==> src/rtl/hash160_pkg.sv <==
// Shared types and constants for the Hash160 (SHA-256 digest -> RIPEMD-160) scheduler.
package hash160_pkg;

  localparam int unsigned DIGEST_W = 256;
  localparam int unsigned HASH_W   = 160;
  localparam int unsigned BLOCK_W  = 512;

  localparam logic [31:0] PAD_WORD8  = 32'h00000080;
  localparam logic [31:0] LEN_WORD14 = 32'h00000100;

  typedef enum logic [1:0] {
    IDLE,
    ISSUE,
    WAIT,
    RESP
  } state_t;

endpackage

==> src/rtl/ripemd_pad.sv <==
// Builds the single padded RIPEMD-160 block for a 256-bit message (little-endian words).
module ripemd_pad
  import hash160_pkg::*;
(
  input  logic [DIGEST_W-1:0] digest,
  output logic [BLOCK_W-1:0]  block
);

  // Message byte k sits at digest[255-8k -: 8]; byte 4i+j lands in word i, byte lane j.
  always_comb begin
    block = '0;
    for (int unsigned i = 0; i < 8; i++) begin
      for (int unsigned j = 0; j < 4; j++) begin
        block[32*i + 8*j +: 8] = digest[DIGEST_W - 1 - 8*(4*i + j) -: 8];
      end
    end
    block[32*8  +: 32] = PAD_WORD8;
    block[32*14 +: 32] = LEN_WORD14;
  end

endmodule

==> src/rtl/ripemd_sched.sv <==
// Two-requester round-robin front end that pads a digest, runs the RIPEMD-160 core and returns the result.
module ripemd_sched
  import hash160_pkg::*;
#(
  parameter int unsigned TIMEOUT = 255
) (
  input  logic                clk,
  input  logic                rst,
  input  logic                req0_valid,
  output logic                req0_ready,
  input  logic [DIGEST_W-1:0] req0_data,
  input  logic                req1_valid,
  output logic                req1_ready,
  input  logic [DIGEST_W-1:0] req1_data,
  output logic                core_valid,
  output logic [BLOCK_W-1:0]  core_block,
  input  logic [HASH_W-1:0]   core_ans,
  input  logic                core_done,
  output logic                resp_valid,
  input  logic                resp_ready,
  output logic [HASH_W-1:0]   resp_digest,
  output logic                resp_id,
  output logic                resp_err
);

  localparam int unsigned CW = $clog2(TIMEOUT + 1);

  state_t               state, state_n;
  logic                 last_grant, grant, any_req, accept;
  logic                 done_q, done_edge, timed_out;
  logic [CW-1:0]        cnt;
  logic [DIGEST_W-1:0]  sel_data;
  logic [BLOCK_W-1:0]   pad_block;

  ripemd_pad u_pad (
    .digest (sel_data),
    .block  (pad_block)
  );

  always_comb begin
    any_req = req0_valid | req1_valid;
    if (req0_valid && req1_valid) grant = ~last_grant;
    else                          grant = ~req0_valid;
    sel_data  = grant ? req1_data : req0_data;
    done_edge = core_done & ~done_q;
    timed_out = (cnt == CW'(TIMEOUT - 1));
  end

  always_comb begin
    state_n    = state;
    req0_ready = 1'b0;
    req1_ready = 1'b0;
    core_valid = 1'b0;
    resp_valid = 1'b0;
    accept     = 1'b0;
    case (state)
      IDLE: begin
        req0_ready = any_req & ~grant;
        req1_ready = any_req & grant;
        if (any_req) begin
          accept  = 1'b1;
          state_n = ISSUE;
        end
      end
      ISSUE: begin
        core_valid = 1'b1;
        state_n    = WAIT;
      end
      WAIT: begin
        if (done_edge || timed_out) state_n = RESP;
      end
      RESP: begin
        resp_valid = 1'b1;
        if (resp_ready) state_n = IDLE;
      end
      default: state_n = IDLE;
    endcase
  end

  always_ff @(posedge clk) begin
    if (rst) begin
      state       <= IDLE;
      last_grant  <= 1'b1;
      done_q      <= 1'b0;
      cnt         <= '0;
      core_block  <= '0;
      resp_digest <= '0;
      resp_err    <= 1'b0;
      resp_id     <= 1'b0;
    end else begin
      state  <= state_n;
      done_q <= core_done;
      if (accept) begin
        last_grant <= grant;
        resp_id    <= grant;
        core_block <= pad_block;
      end
      if (state == ISSUE) cnt <= '0;
      if (state == WAIT) begin
        cnt <= cnt + CW'(1);
        // A completion edge takes priority over a coincident timeout.
        if (done_edge || timed_out) begin
          core_block  <= '0;
          resp_digest <= done_edge ? core_ans : '0;
          resp_err    <= ~done_edge;
        end
      end
    end
  end

endmodule

==> config.mk <==
export PLATFORM = sky130hd
export DESIGN_NAME = ripemd_sched
export DESIGN_NICKNAME = d
export VERILOG_FILES = /design/src/rtl/hash160_pkg.sv /design/src/rtl/ripemd_pad.sv /design/src/rtl/ripemd_sched.sv
export SDC_FILE = /design/constraint.sdc
export NUM_CORES = 1
export LEC_CHECK = 0
export ABC_AREA = 1
export CORE_AREA = 2 2 527 529
export DETAILED_ROUTE_END_ITERATION = 10
export DIE_AREA = 0 0 529 531
export SLEW_MARGIN = 20
export SYNTH_ARGS = -nofsm -noshare
export SYNTH_HDL_FRONTEND = slang
export SYNTH_SLANG_ARGS = --single-unit
==> constraint.sdc <==
create_clock -name clk -period 1.5 [get_ports clk]
set_input_delay 0.15 -clock clk [delete_from_list [all_inputs] [get_ports clk]]
set_output_delay 0.15 -clock clk [all_outputs]
set_load 0.05 [all_outputs]
Yosys cells after proc, flatten, opt, wreduce, memory -nomap -nowiden
Cells that the tools add are included.
{"block": "word_totals", "regBits": 686, "in_bits": 678, "elab_cells": 49}
{"block": "op_classes", "eq_ne": 7, "reduce_logical": 6, "bitwise": 9, "addsub": 1, "muxes": 18}
{"operator": "512-bit 2-to-1 mux", "count": 3}
{"operator": "256-bit 2-to-1 mux", "count": 1}
{"operator": "160-bit 2-to-1 mux", "count": 1}
{"operator": "8-bit 2-to-1 mux", "count": 2}
{"operator": "8-bit by 1-bit adder with 8-bit output, second input constant", "count": 1}
{"operator": "8-bit equality test, second input constant", "count": 1}
{"operator": "2-bit one-hot mux with 4 select lines", "count": 1}
{"operator": "1-bit 2-to-1 mux", "count": 7}
{"operator": "2-bit 2-to-1 mux", "count": 3}
{"operator": "2-bit inequality test, second input constant", "count": 3}
{"operator": "1-bit NOT", "count": 5}
{"operator": "2-bit equality test, second input constant", "count": 2}
{"operator": "1-bit AND", "count": 3}
{"operator": "3-bit AND reduction", "count": 1}
{"operator": "2-bit by 1-bit equality test with 1-bit output, second input constant", "count": 1}
{"operator": "2-bit logical NOT", "count": 1}
{"operator": "2-bit AND reduction", "count": 1}
{"operator": "2-bit nonzero test", "count": 1}
{"operator": "1-bit logical AND", "count": 1}
{"operator": "1-bit logical OR", "count": 1}
{"operator": "1-bit bitwise OR", "count": 1}

Longest topological paths before layout
{"block": "logic_depth", "word_depth": 6, "ltp_mapped": 11, "mapped_depth_nobuf": 9}

Hierarchy
Synthesis repeated with hierarchy kept, for this count alone.
{"block": "hier_totals", "cells_unflattened": 3800, "hier_area_um2": 31672.9}
{"module": "ripemd_sched", "seq_area_each_um2": 13733.2, "n_inst": 1, "area_each_um2": 27821.7, "cells_each": 3286}
{"module": "ripemd_pad", "seq_area_each_um2": 0.0, "n_inst": 1, "area_each_um2": 3851.2, "cells_each": 514}

Worst setup path after synthesis
Ideal clock, no wire load.
{"block": "synth_timing", "path_kind": "register to output", "from": "reg last_grant", "to": "out req0_ready", "slack_ns": -0.120, "path_stages_with_launch": 7, "path_buffers": 2, "t_arrival_ns": 1.470, "required_time_ns": 1.350, "path_cell_list": "dfxtp_1 > inv_1 > nand2_1 > nand2_2 > buf_2 > buf_2 > nor2_1"}
{"block": "synth_between", "elab_chain_len": 5}
{"element": "from (decl)", "line": "ripemd_sched.sv:29", "source": "logic last_grant, grant, any_req, accept;"}
{"element": "from (signal assigned)", "line": "ripemd_sched.sv:94", "source": "last_grant <= grant;"}
{"element": "1-bit NOT", "line": "ripemd_sched.sv:42", "source": "if (req0_valid && req1_valid) grant = ~last_grant;"}
{"element": "1-bit 2-to-1 mux", "line": "ripemd_sched.sv:42"}
{"element": "1-bit NOT", "line": "ripemd_sched.sv:58", "source": "req0_ready = any_req & ~grant;"}
{"element": "1-bit AND", "line": "ripemd_sched.sv:58"}
{"element": "1-bit 2-to-1 mux", "line": "ripemd_sched.sv:56", "source": "case (state)"}
{"element": "to (decl)", "line": "ripemd_sched.sv:10", "source": "output logic req0_ready,"}
Every way passes these cells.

Final worst setup path
{"block": "layout_timing", "from": "reg state[0]", "to": "reg core_block[389]"}
{"block": "layout_between", "elab_chain_len": 5}
{"element": "from (decl)", "line": "ripemd_sched.sv:28", "source": "state_t state, state_n;"}
{"element": "from (signal assigned)", "line": "ripemd_sched.sv:91", "source": "state <= state_n;"}
{"element": "2-bit logical NOT", "line": "ripemd_sched.sv:56"}
{"element": "1-bit 2-to-1 mux", "line": "ripemd_sched.sv:56"}
{"element": "512-bit 2-to-1 mux", "line": "ripemd_sched.sv:93", "source": "if (accept) begin"}
{"element": "512-bit 2-to-1 mux", "line": "ripemd_sched.sv:102", "source": "if (done_edge || timed_out) begin"}
{"element": "512-bit 2-to-1 mux *", "line": "ripemd_sched.sv:99", "source": "if (state == WAIT) begin"}
{"element": "to (signal assigned)", "line": "ripemd_sched.sv:96", "source": "core_block <= pad_block;"}
{"element": "to (decl)", "line": "ripemd_sched.sv:16", "source": "output logic [BLOCK_W-1:0] core_block,"}
Mark *: on every way between the ends. The rest lies on a longest branch, timed or not.
A chain may end at the register's enable or synchronous reset.

==> out/summary.log <==
qor: cts.cts_root_buf sky130_fd_sc_hd__clkbuf_16
qor: route.dr_pass1_iterations 7
qor: global_route.antenna_found_initial 180
qor: timing.relSlewSlack 76.7%
qor: cts.tritoncts_clock_tree built
qor: pwr.power.density_cell_area 1660 nW/um^2
qor: placed_design.buffer_ports.inserted 1355
qor: synthesis.netlist-cell-type-count 27
qor: timing.rsz0062_at_grt true
qor: pwr.peakVddDrop 0.948 mV
qor: cts.clock_path_buffers 4
qor: finish.layout.cells.most_common_list 932 x sky130_fd_sc_hd__nand2_1, 679 x sky130_fd_sc_hd__dfxtp_1, 677 x sky130_fd_sc_hd__clkdlybuf4s50_1, 645 x sky130_fd_sc_hd__buf_4, 336 x sky130_fd_sc_hd__dlygate4sd3_1
qor: floorplanning.die_w 529 um
qor: placed_design.dp_hpwl 174000 um
qor: global_route.first_global_vias 31358
qor: cts.cts_htree_levels 3
qor: synthesis.ys_ff_latch 686
qor: cts.worst_setup_hold_path_clk_slew 0.06 ns
qor: finish.drive_above_1_share 39.1%
qor: timing.finalWorstPathRequiredPeriod 2.13 ns
qor: critical_path.worst_r2r_path_depth 15
qor: finish.final_nets 6289
qor: cts.clkSinkCount 686
qor: route.detail_route.wl_per_cell 24.5 um
qor: worst_hold_path.hold_wc_path_type in -> reg
qor: timing.slew_viol_final 0
qor: timing.fmaxAchievable 0.470 GHz
qor: global_route.grt_max_degree 51
qor: route.route.antenna.remaining_nets 0
qor: synthesis.avgSynthCellArea 7.52 um^2
qor: route.detail_route.drc_violations 0
qor: pwr.cellLeakagePower 0.0254 uW
qor: placed_design.dpl_worst_slack -0.789 ns
qor: synthesis.yosys_warnings 0
qor: critical_path.worstSetupStartpointType flip-flop
qor: synthesis.postSynthNetCount 4252
qor: global_route.grt_first_pass_wirelength 287000 um
qor: floorplanning.rows 193
qor: placed_design.gpl.final_weighted_congestion 0.935
qor: critical_path.worst_ep_arrival_time 2.87 ns
qor: floorplanning.design.die.area 281000 um^2
qor: timing.min_period_over_period 142%
qor: floorplanning.core-area 275000 um^2
qor: critical_path.classification_of_the_worst_setup_path reg -> reg
qor: run_status.failed_checks setup timing
qor: route.route.final.wire_length 229000 um
qor: synthesis.post_synth_inst_count 3568
qor: synthesis.synth.yosys.seq_area_share 51.2%
qor: synthesis.post_synth_instance_area 26800 um^2
qor: cts.clk-insertion-delay-late 0.84 ns
qor: critical_path.worstPathMaxFanout 8
qor: floorplanning.ioPinCount 1356
qor: run_status.run_status finished, violations left
qor: route.via_count 33107
qor: global_route.gr-total-overflow 0
qor: route.dr.first_iter.drc_count 1644
qor: finish.instances_no_fill 9363
qor: timing.final_hold_viol_count 0
qor: floorplanning.die_h 531 um
qor: timing.finalSetupViolations 1046
qor: critical_path.worst-endpoint-required 2.24 ns
qor: finish.layout.cells.most_common sky130_fd_sc_hd__nand2_1
qor: global_route.grtUsageTotal 15.3%
qor: cts.number_of_buffers_inserted_during_clock_tree_synthesis 92
qor: timing.worst_clock_skew 0.0922 ns
qor: timing.post-route-worst-setup-slack -0.628 ns
qor: placed_design.placedCellCount 8520
qor: worst_hold_path.count_of_cells_along_the_worst_hold_path 5
qor: job.maximum_capacitance_violations 0
qor: route.avgViaCountPerCell 3.54
qor: floorplanning.starting_utilization_of_the_core_area 9.75%
qor: critical_path.critical_path.endpoint_type flip-flop
qor: finish.area.growth.synth_to_final 132%
qor: timing.max_slew.worst_pin.slew 0.350 ns
layout make-up:
class | count | area (um^2)
antenna | 80 | 200
clock buffer | 121 | 2580
clock inverter | 44 | 554
fill | 29593 | 213000
inverter | 275 | 1080
multi-input combinational | 2344 | 13500
sequential | 686 | 13700
tap | 3607 | 4510
timing repair buffer | 2203 | 26100
timing repair inverter | 3 | 70.1
through the flow:
step	util, %	TNS [ns]	hold WS [ns]	total power, uW	instance area, um^2
finish	22.7	-366.01	0.0574	103000	62400
global route	22.6	-477.66	0.0475	107000	62200
CTS	21.7	-398.32	0.000188	102000	59900
detailed placement	16.9	-405.63	0.432	60800	46600
global placement	16.9	-398.97	0.429	60900	46600
floorplan	-	-1.07	0.219	40600	26800
layer usage:
metal | track usage, % | vias up | part of all wire [%]
li1 | - | 15468 | -
met2 | 23.0 | 1558 | 42
met4 | 5.81 | 146 | 4.4
met3 | 7.91 | 473 | 12
met1 | 18.2 | 15462 | 41
met5 | 0 | - | 0.40
cell families (layout without fill, tap and decap cells):
| family | after synthesis | in the layout | share of synthesized area, % |
|---|---|---|---|
| fa+ha+maj | 6 | 6 | 0.280 |
| simple gates | 1809 | 1809 | 29.2 |
| xor+xnor | 1 | 1 | 0.0326 |
| other cells | 0 | 80 | 0 |
| compound gates | 528 | 528 | 9.86 |
| flops | 686 | 686 | 51.2 |
| buf+inv | 538 | 2646 | 9.42 |
sequential cells by signal, indices dropped and copies added, names as in the netlist:
name / flops
done_q: 1
state: 2
resp_err: 1
cnt: 8
resp_id: 1
core_block: 512
last_grant: 1
resp_digest: 160
synthesized netlist by cell type:
| cell | count | share of area (%) |
|---|---|---|
| sky130_fd_sc_hd__ha_1 | 6 | 0.28 |
| sky130_fd_sc_hd__buf_4 | 19 | 0.53 |
| sky130_fd_sc_hd__nor2_2 | 2 | 0.047 |
| sky130_fd_sc_hd__buf_2 | 114 | 2.1 |
| sky130_fd_sc_hd__buf_8 | 2 | 0.11 |
| sky130_fd_sc_hd__inv_2 | 3 | 0.042 |
| sky130_fd_sc_hd__clkbuf_1 | 74 | 1.0 |
| sky130_fd_sc_hd__inv_1 | 271 | 3.8 |
| sky130_fd_sc_hd__o211ai_1 | 1 | 0.028 |
| sky130_fd_sc_hd__nor2_4 | 1 | 0.042 |
| sky130_fd_sc_hd__nand2_8 | 1 | 0.075 |
| sky130_fd_sc_hd__a21oi_1 | 523 | 9.8 |
| sky130_fd_sc_hd__or2_2 | 255 | 5.9 |
| sky130_fd_sc_hd__o21ai_0 | 3 | 0.056 |
| sky130_fd_sc_hd__nand2_4 | 1 | 0.042 |
| sky130_fd_sc_hd__nand2_2 | 1 | 0.023 |
| sky130_fd_sc_hd__buf_6 | 36 | 1.5 |
| sky130_fd_sc_hd__nor3_1 | 2 | 0.037 |
| sky130_fd_sc_hd__xnor2_1 | 1 | 0.033 |
| sky130_fd_sc_hd__or2_1 | 1 | 0.023 |
| sky130_fd_sc_hd__nor2_1 | 271 | 3.8 |
| sky130_fd_sc_hd__nand2_1 | 971 | 14 |
| sky130_fd_sc_hd__inv_4 | 1 | 0.023 |
| sky130_fd_sc_hd__buf_1 | 18 | 0.25 |
| sky130_fd_sc_hd__nand3_1 | 303 | 5.6 |
| sky130_fd_sc_hd__dfxtp_1 | 686 | 51 |
| sky130_fd_sc_hd__o31ai_1 | 1 | 0.028 |
power breakdown:
group / leakage (uW) / internal, uW / switching (uW)
Combinational: 0.0183 / 26400 / 30400
Sequential: 0.00558 / 20700 / 2410
Clock: 0.00154 / 13700 / 9700
repair_timing:
action,4_1_cts,5_1_grt
cloned,108,19
endpoints found under the setup margin,1361,1361
hold endpoints to repair,324,0
pin swaps,173,60
hold buffers,336,0
resized for setup,660,532
buffers inserted,139,21
worst max-delay path, cell delays in order, from the launching register on:
cell                        delay (ns)
sky130_fd_sc_hd__dfxtp_2          0.33
sky130_fd_sc_hd__inv_2            0.05
sky130_fd_sc_hd__buf_4            0.13
sky130_fd_sc_hd__buf_6            0.11
sky130_fd_sc_hd__buf_6            0.10
sky130_fd_sc_hd__buf_6            0.10
sky130_fd_sc_hd__buf_6            0.11
sky130_fd_sc_hd__ha_4             0.19
sky130_fd_sc_hd__nand2_8          0.09
sky130_fd_sc_hd__nand2_8          0.07
sky130_fd_sc_hd__buf_12           0.14
sky130_fd_sc_hd__buf_8            0.13
sky130_fd_sc_hd__buf_6            0.11
sky130_fd_sc_hd__buf_12           0.14
sky130_fd_sc_hd__clkbuf_16        0.18
sky130_fd_sc_hd__nor2_1           0.08
worst paths after layout:
kind,from,end,slack [ns]
max,state[0],core_block[389],-0.63
min,req1_data[102],core_block[158],0.06
max reg2reg,state[0],core_block[389],-0.63
min reg2reg,core_block[379],core_block[379],0.44
Power figures use the tool's default switching activity.
